<file path="src/rtl/seven_seg_scan_controller.sv">
// Time-multiplexed scanner for a 4-digit common-anode seven-segment display.
// Blanking dead-time between digits, leading-zero suppression, frame-aligned value updates.
module seven_seg_scan_controller #(
    parameter int unsigned ON_CYCLES    = 99000,
    parameter int unsigned BLANK_CYCLES = 1000
) (
    input  logic        clk,
    input  logic        reset,
    input  logic [15:0] value,
    input  logic        load,
    output logic        load_ack,
    input  logic        blank_lz,
    input  logic [3:0]  dp_in,
    output logic [3:0]  hex_out,
    output logic [3:0]  anode,
    output logic        dp_out,
    output logic        frame_done
);

    localparam int unsigned MAX_CYC = (ON_CYCLES > BLANK_CYCLES) ? ON_CYCLES : BLANK_CYCLES;
    localparam int unsigned CNT_W   = (MAX_CYC > 1) ? $clog2(MAX_CYC) : 1;

    typedef enum logic {
        ST_BLANK = 1'b0,
        ST_ON    = 1'b1
    } state_e;

    state_e             state_q, state_d;
    logic [CNT_W-1:0]   cnt_q, cnt_d;
    logic [1:0]         digit_q, digit_d;
    logic [15:0]        shown_q, shown_d;
    logic [15:0]        pend_q, pend_d;
    logic               pend_valid_q, pend_valid_d;
    logic [3:0]         hex_q, hex_d;
    logic [3:0]         anode_q, anode_d;
    logic               dp_q, dp_d;
    logic               fd_q, fd_d;
    logic               ack_q, ack_d;
    logic               boundary_c;
    logic               lz_c;

    // State and output registers
    always_ff @(posedge clk) begin
        if (reset) begin
            state_q      <= ST_BLANK;
            cnt_q        <= '0;
            digit_q      <= 2'd0;
            shown_q      <= 16'h0000;
            pend_q       <= 16'h0000;
            pend_valid_q <= 1'b0;
            hex_q        <= 4'h0;
            anode_q      <= 4'b1111;
            dp_q         <= 1'b1;
            fd_q         <= 1'b0;
            ack_q        <= 1'b0;
        end else begin
            state_q      <= state_d;
            cnt_q        <= cnt_d;
            digit_q      <= digit_d;
            shown_q      <= shown_d;
            pend_q       <= pend_d;
            pend_valid_q <= pend_valid_d;
            hex_q        <= hex_d;
            anode_q      <= anode_d;
            dp_q         <= dp_d;
            fd_q         <= fd_d;
            ack_q        <= ack_d;
        end
    end

    // Outputs are computed from next-state so they line up with the state they describe
    always_comb begin
        state_d      = state_q;
        cnt_d        = cnt_q + CNT_W'(1);
        digit_d      = digit_q;
        shown_d      = shown_q;
        pend_d       = pend_q;
        pend_valid_d = pend_valid_q;
        boundary_c   = 1'b0;
        fd_d         = 1'b0;
        ack_d        = 1'b0;
        anode_d      = 4'b1111;
        dp_d         = 1'b1;
        lz_c         = 1'b0;

        case (state_q)
            ST_BLANK: begin
                if (cnt_q == CNT_W'(BLANK_CYCLES - 1)) begin
                    state_d = ST_ON;
                    cnt_d   = '0;
                end
            end
            ST_ON: begin
                if (cnt_q == CNT_W'(ON_CYCLES - 1)) begin
                    state_d    = ST_BLANK;
                    cnt_d      = '0;
                    digit_d    = digit_q + 2'd1;
                    boundary_c = (digit_q == 2'd3);
                end
            end
            default: begin
                state_d = ST_BLANK;
                cnt_d   = '0;
            end
        endcase

        // Old pending is promoted before a same-cycle load overwrites it
        if (boundary_c) begin
            fd_d = 1'b1;
            if (pend_valid_q) begin
                shown_d      = pend_q;
                pend_valid_d = 1'b0;
                ack_d        = 1'b1;
            end
        end
        if (load) begin
            pend_d       = value;
            pend_valid_d = 1'b1;
        end

        hex_d = shown_d[{digit_d, 2'b00} +: 4];
        lz_c  = blank_lz && (digit_d != 2'd0) && ((shown_d >> {digit_d, 2'b00}) == 16'h0000);

        if ((state_d == ST_ON) && !lz_c) begin
            anode_d = ~(4'b0001 << digit_d);
            dp_d    = ~dp_in[digit_d];
        end
    end

    assign hex_out    = hex_q;
    assign anode      = anode_q;
    assign dp_out     = dp_q;
    assign frame_done = fd_q;
    assign load_ack   = ack_q;

endmodule
</file>
<file path="config.mk">
export PLATFORM = sky130hd
export DESIGN_NAME = seven_seg_scan_controller
export DESIGN_NICKNAME = d
export VERILOG_FILES = /design/src/rtl/seven_seg_scan_controller.sv
export SDC_FILE = /design/constraint.sdc
export NUM_CORES = 1
export LEC_CHECK = 0
export CAP_MARGIN = 20
export CORE_UTILIZATION = 50
export DETAILED_ROUTE_END_ITERATION = 8
export PLACE_DENSITY = 0.76
export SETUP_SLACK_MARGIN = 0.15
export SLEW_MARGIN = 20
export SYNTH_ARGS = -nofsm -noshare
export SYNTH_HDL_FRONTEND = slang
export SYNTH_SLANG_ARGS = --single-unit
</file>
<file path="constraint.sdc">
create_clock -name clk -period 3.3 [get_ports clk]
set_input_delay 0.66 -clock clk [delete_from_list [all_inputs] [get_ports clk]]
set_output_delay 0.66 -clock clk [all_outputs]
set_load 0.05 [all_outputs]
</file>
==> results.sh <==
export IMPL_rsz0062_at_grt="no"
export IMPL_reg2regPathDepth=9
export IMPL_routed_top_layer="met4"
export IMPL_start_util=0.532
export IMPL_slew_headroom=0.343
export IMPL_pwr_density_cell_nw_per_um2=436
export IMPL_numPortBuffers=34
export IMPL_antenna_found_initial=0
export IMPL_reg2reg_slack_ns=0.36
export IMPL_rr_endpoint="anode[2]"
export IMPL_cp_arrival_ns=3.18
export IMPL_holdPathStages=1
export IMPL_drc=0
export IMPL_finalWirelength_um=7610
export IMPL_multi_input_area_um2=1810
export IMPL_numCtsBuffers=9
export IMPL_core_area_um2=6060
export IMPL_num_vias=2718
export IMPL_synth_fp_nets=398
export IMPL_hp_class="reg2reg"
export IMPL_grtUsageTotal=0.251
export IMPL_post_route_min_period_ns=2.94
export IMPL_worstReg2RegStart="cnt_q[0]"
export IMPL_ys_flop_type="dfxtp_1"
export IMPL_skew_ns=0.00768
export IMPL_peakVddDrop_mv=0.281
export IMPL_postSynthAreaPerCell_um2=8.66
export IMPL_first_pass_iters=4
export IMPL_max_freq_mhz=340
export IMPL_power_w=0.00166
export IMPL_ys_ff_latch=64
export IMPL_drive_gt1_frac=0.109
export IMPL_synthArstFlopShare=0
export IMPL_layout_nets=426
export IMPL_post_route_period_util=0.892
export IMPL_timing_setup_tns_ns=0
export IMPL_final_cells=480
export IMPL_path_clk_slew_ns=0.08
export IMPL_hold_viol_final=0
export IMPL_cp_slowest_cell="dfxtp_1"
export IMPL_cts_sinks=64
export IMPL_clk_latency_ns=0.35
export IMPL_cp_top_family="simple AND/OR/NAND/NOR gates"
export IMPL_worstHoldStart="cnt_q[0]"
export IMPL_grt_pass1_wl_um=12800
export IMPL_worst_setup_path_start_kind="flop"
export IMPL_path_cells="ha_1, nor4b_4, nand3_1, o21ai_1, o21a_1, o221ai_1, mux2_2, and3_1, or3b_1"
export IMPL_ff_latch_area_um2=1280
export IMPL_max_cap_violations=0
export IMPL_yosysSeqAreaShare=0.398
export IMPL_wl_met1_um=3600
export IMPL_wl_met2_um=3480
export IMPL_grt_pass1_vias=2574
export IMPL_cts_tree="done"
export IMPL_utilization=0.629
export IMPL_area_delta_synth_final_pct=18.2
export IMPL_die_h_um=82.3
export IMPL_cp_depth=9
export IMPL_drtIter0Drc=149
export IMPL_root_buffer="clkbuf_8"
export IMPL_maxSlewViolCount=0
export IMPL_antenna_cells_inserted=0
export IMPL_dpl_hpwl_um=5430
export IMPL_cpPeakStageDelay_ns=0.37
export IMPL_syn_instance_count=372
export IMPL_die_w_um=82.3
export IMPL_cts_path_max_buffers=2
export IMPL_grt_max_degree=42
export IMPL_setup_viol=0
export IMPL_dpl_cell_count=464
export IMPL_required_ns=3.54
export IMPL_viasPerCell=5.66
export IMPL_tightest_slew_ns=0.982
export IMPL_cellLeakagePower_nw=1.38
export IMPL_dr_wl_met3_um=383
export IMPL_htree_levels=3
export IMPL_postCtsSetupBuffers=0
export IMPL_synth_cell_types=60
export IMPL_hold_end="cnt_q[0]"
export IMPL_io_pins=35
export IMPL_status="completed"
export IMPL_syn_cell_area_um2=3220
export IMPL_synth_edf_count=0
export IMPL_dieArea_um2=6770
export IMPL_gp_congestion=0.960
export IMPL_ant_nets=0
export IMPL_row_count=28
export IMPL_end_kind="flop"
export IMPL_wl_per_cell_um=15.8
export IMPL_critPathKind="reg2reg"
export IMPL_grt_overflow_total=0
export IMPL_crit_buf_inv=0
export IMPL_n_fill_cell=531
export IMPL_yosysWarnings=0
export IMPL_crit_fanout=5
repair_timing:
action | 4_1_cts | 5_1_grt
hold buffers | 0 | 0
setup endpoints to repair | 0 | 3
resized for setup | 0 | 2
flip-flops by register name, summed over array words and instances, names as in the netlist, 2 cells and up:
name / cells
hex_out: 4
cnt_q: 17
anode: 4
shown_q: 16
digit_q: 2
pend_q: 16
metrics by stage:
step / cell area [um^2] / hold WS [ns] / setup slack [ns]
after global routing: 3810 / 0.493 / 0.181
after floorplan: 3220 / 0.430 / 0.733
final: 3810 / 0.472 / 0.356
after CTS: 3810 / 0.478 / 0.336
after detailed placement: 3580 / 0.464 / 0.329
after global placement: 3580 / 0.441 / 0.436
area by class of cell:
type	count	share of cell area
Clock buffer	10	0.0361
Clock inverter	6	0.0240
Inverter	4	0.00394
Multi-Input combinational cell	281	0.474
Sequential cell	64	0.336
Tap cell	75	0.0246
Timing Repair Buffer	40	0.101
logic make-up after synthesis:
logic type | share of synthesized area
muxes | 0.137
and+or+nand+nor | 0.277
DFF | 0.398
adders and majority gates | 0.00776
xor gates and xnor gates | 0.0435
AOI/OAI and AO/OA | 0.0936
buffers and inverters | 0.0435
cell usage after synthesis (3+ instances only):
cell type	count	area, um^2
nor2_1	57	214
mux4_2	4	90.1
buf_6	3	33.8
nand3_1	12	60.1
nand4_1	5	31.3
or3_1	4	25.0
a21oi_1	24	120
dfxtp_1	64	1280
inv_1	4	15.0
nor3_1	7	35.0
mux2_2	4	45.0
nor4_1	4	25.0
clkbuf_1	14	52.6
o21ai_0	6	30.0
xnor2_1	9	78.8
and3_1	3	18.8
mux2i_1	28	280
nand2_1	59	221
xor2_1	7	61.3
placed cells by master, fill, tap and decap left out, drive strengths merged, types with 3 or more instances in the layout:
cell,instances
clkinvlp,3
and2,3
nand4,5
nor4,5
clkbuf,10
a21oi,24
nand2,60
xor2,7
mux2i,28
nor4b,4
nor2,58
clkdlybuf4s50,34
inv,5
and3,6
dfxtp,64
or3,5
mux4,5
o21ai,6
mux2,4
nand3,12
xnor2,9
nor3,8
buf,6
where the power goes:
group	internal (W)	total, W	switching (W)
Sequential	0.000788	0.000804	0.0000164
Clock	0.000448	0.000776	0.000328
Combinational	0.0000465	0.0000805	0.0000339
Total	0.00128	0.00166	0.000378
worst max path at each step:
stage / start / to / slack (ns)
floorplan: cnt_q[0] / dp_out / 0.73
global placement: cnt_q[0] / anode[2] / 0.44
detailed placement: cnt_q[0] / dp_out / 0.33
CTS: cnt_q[0] / dp_out / 0.34
global route: cnt_q[0] / anode[2] / 0.18
finish: cnt_q[0] / anode[2] / 0.36
layer usage:
metal	GRT usage	vias up
met5	0	-
met4	0.0912	0
met3	0.0637	14
met2	0.396	74
met1	0.331	1272
li1	-	1358
Note: power is estimated with default switching activity, not from simulation.
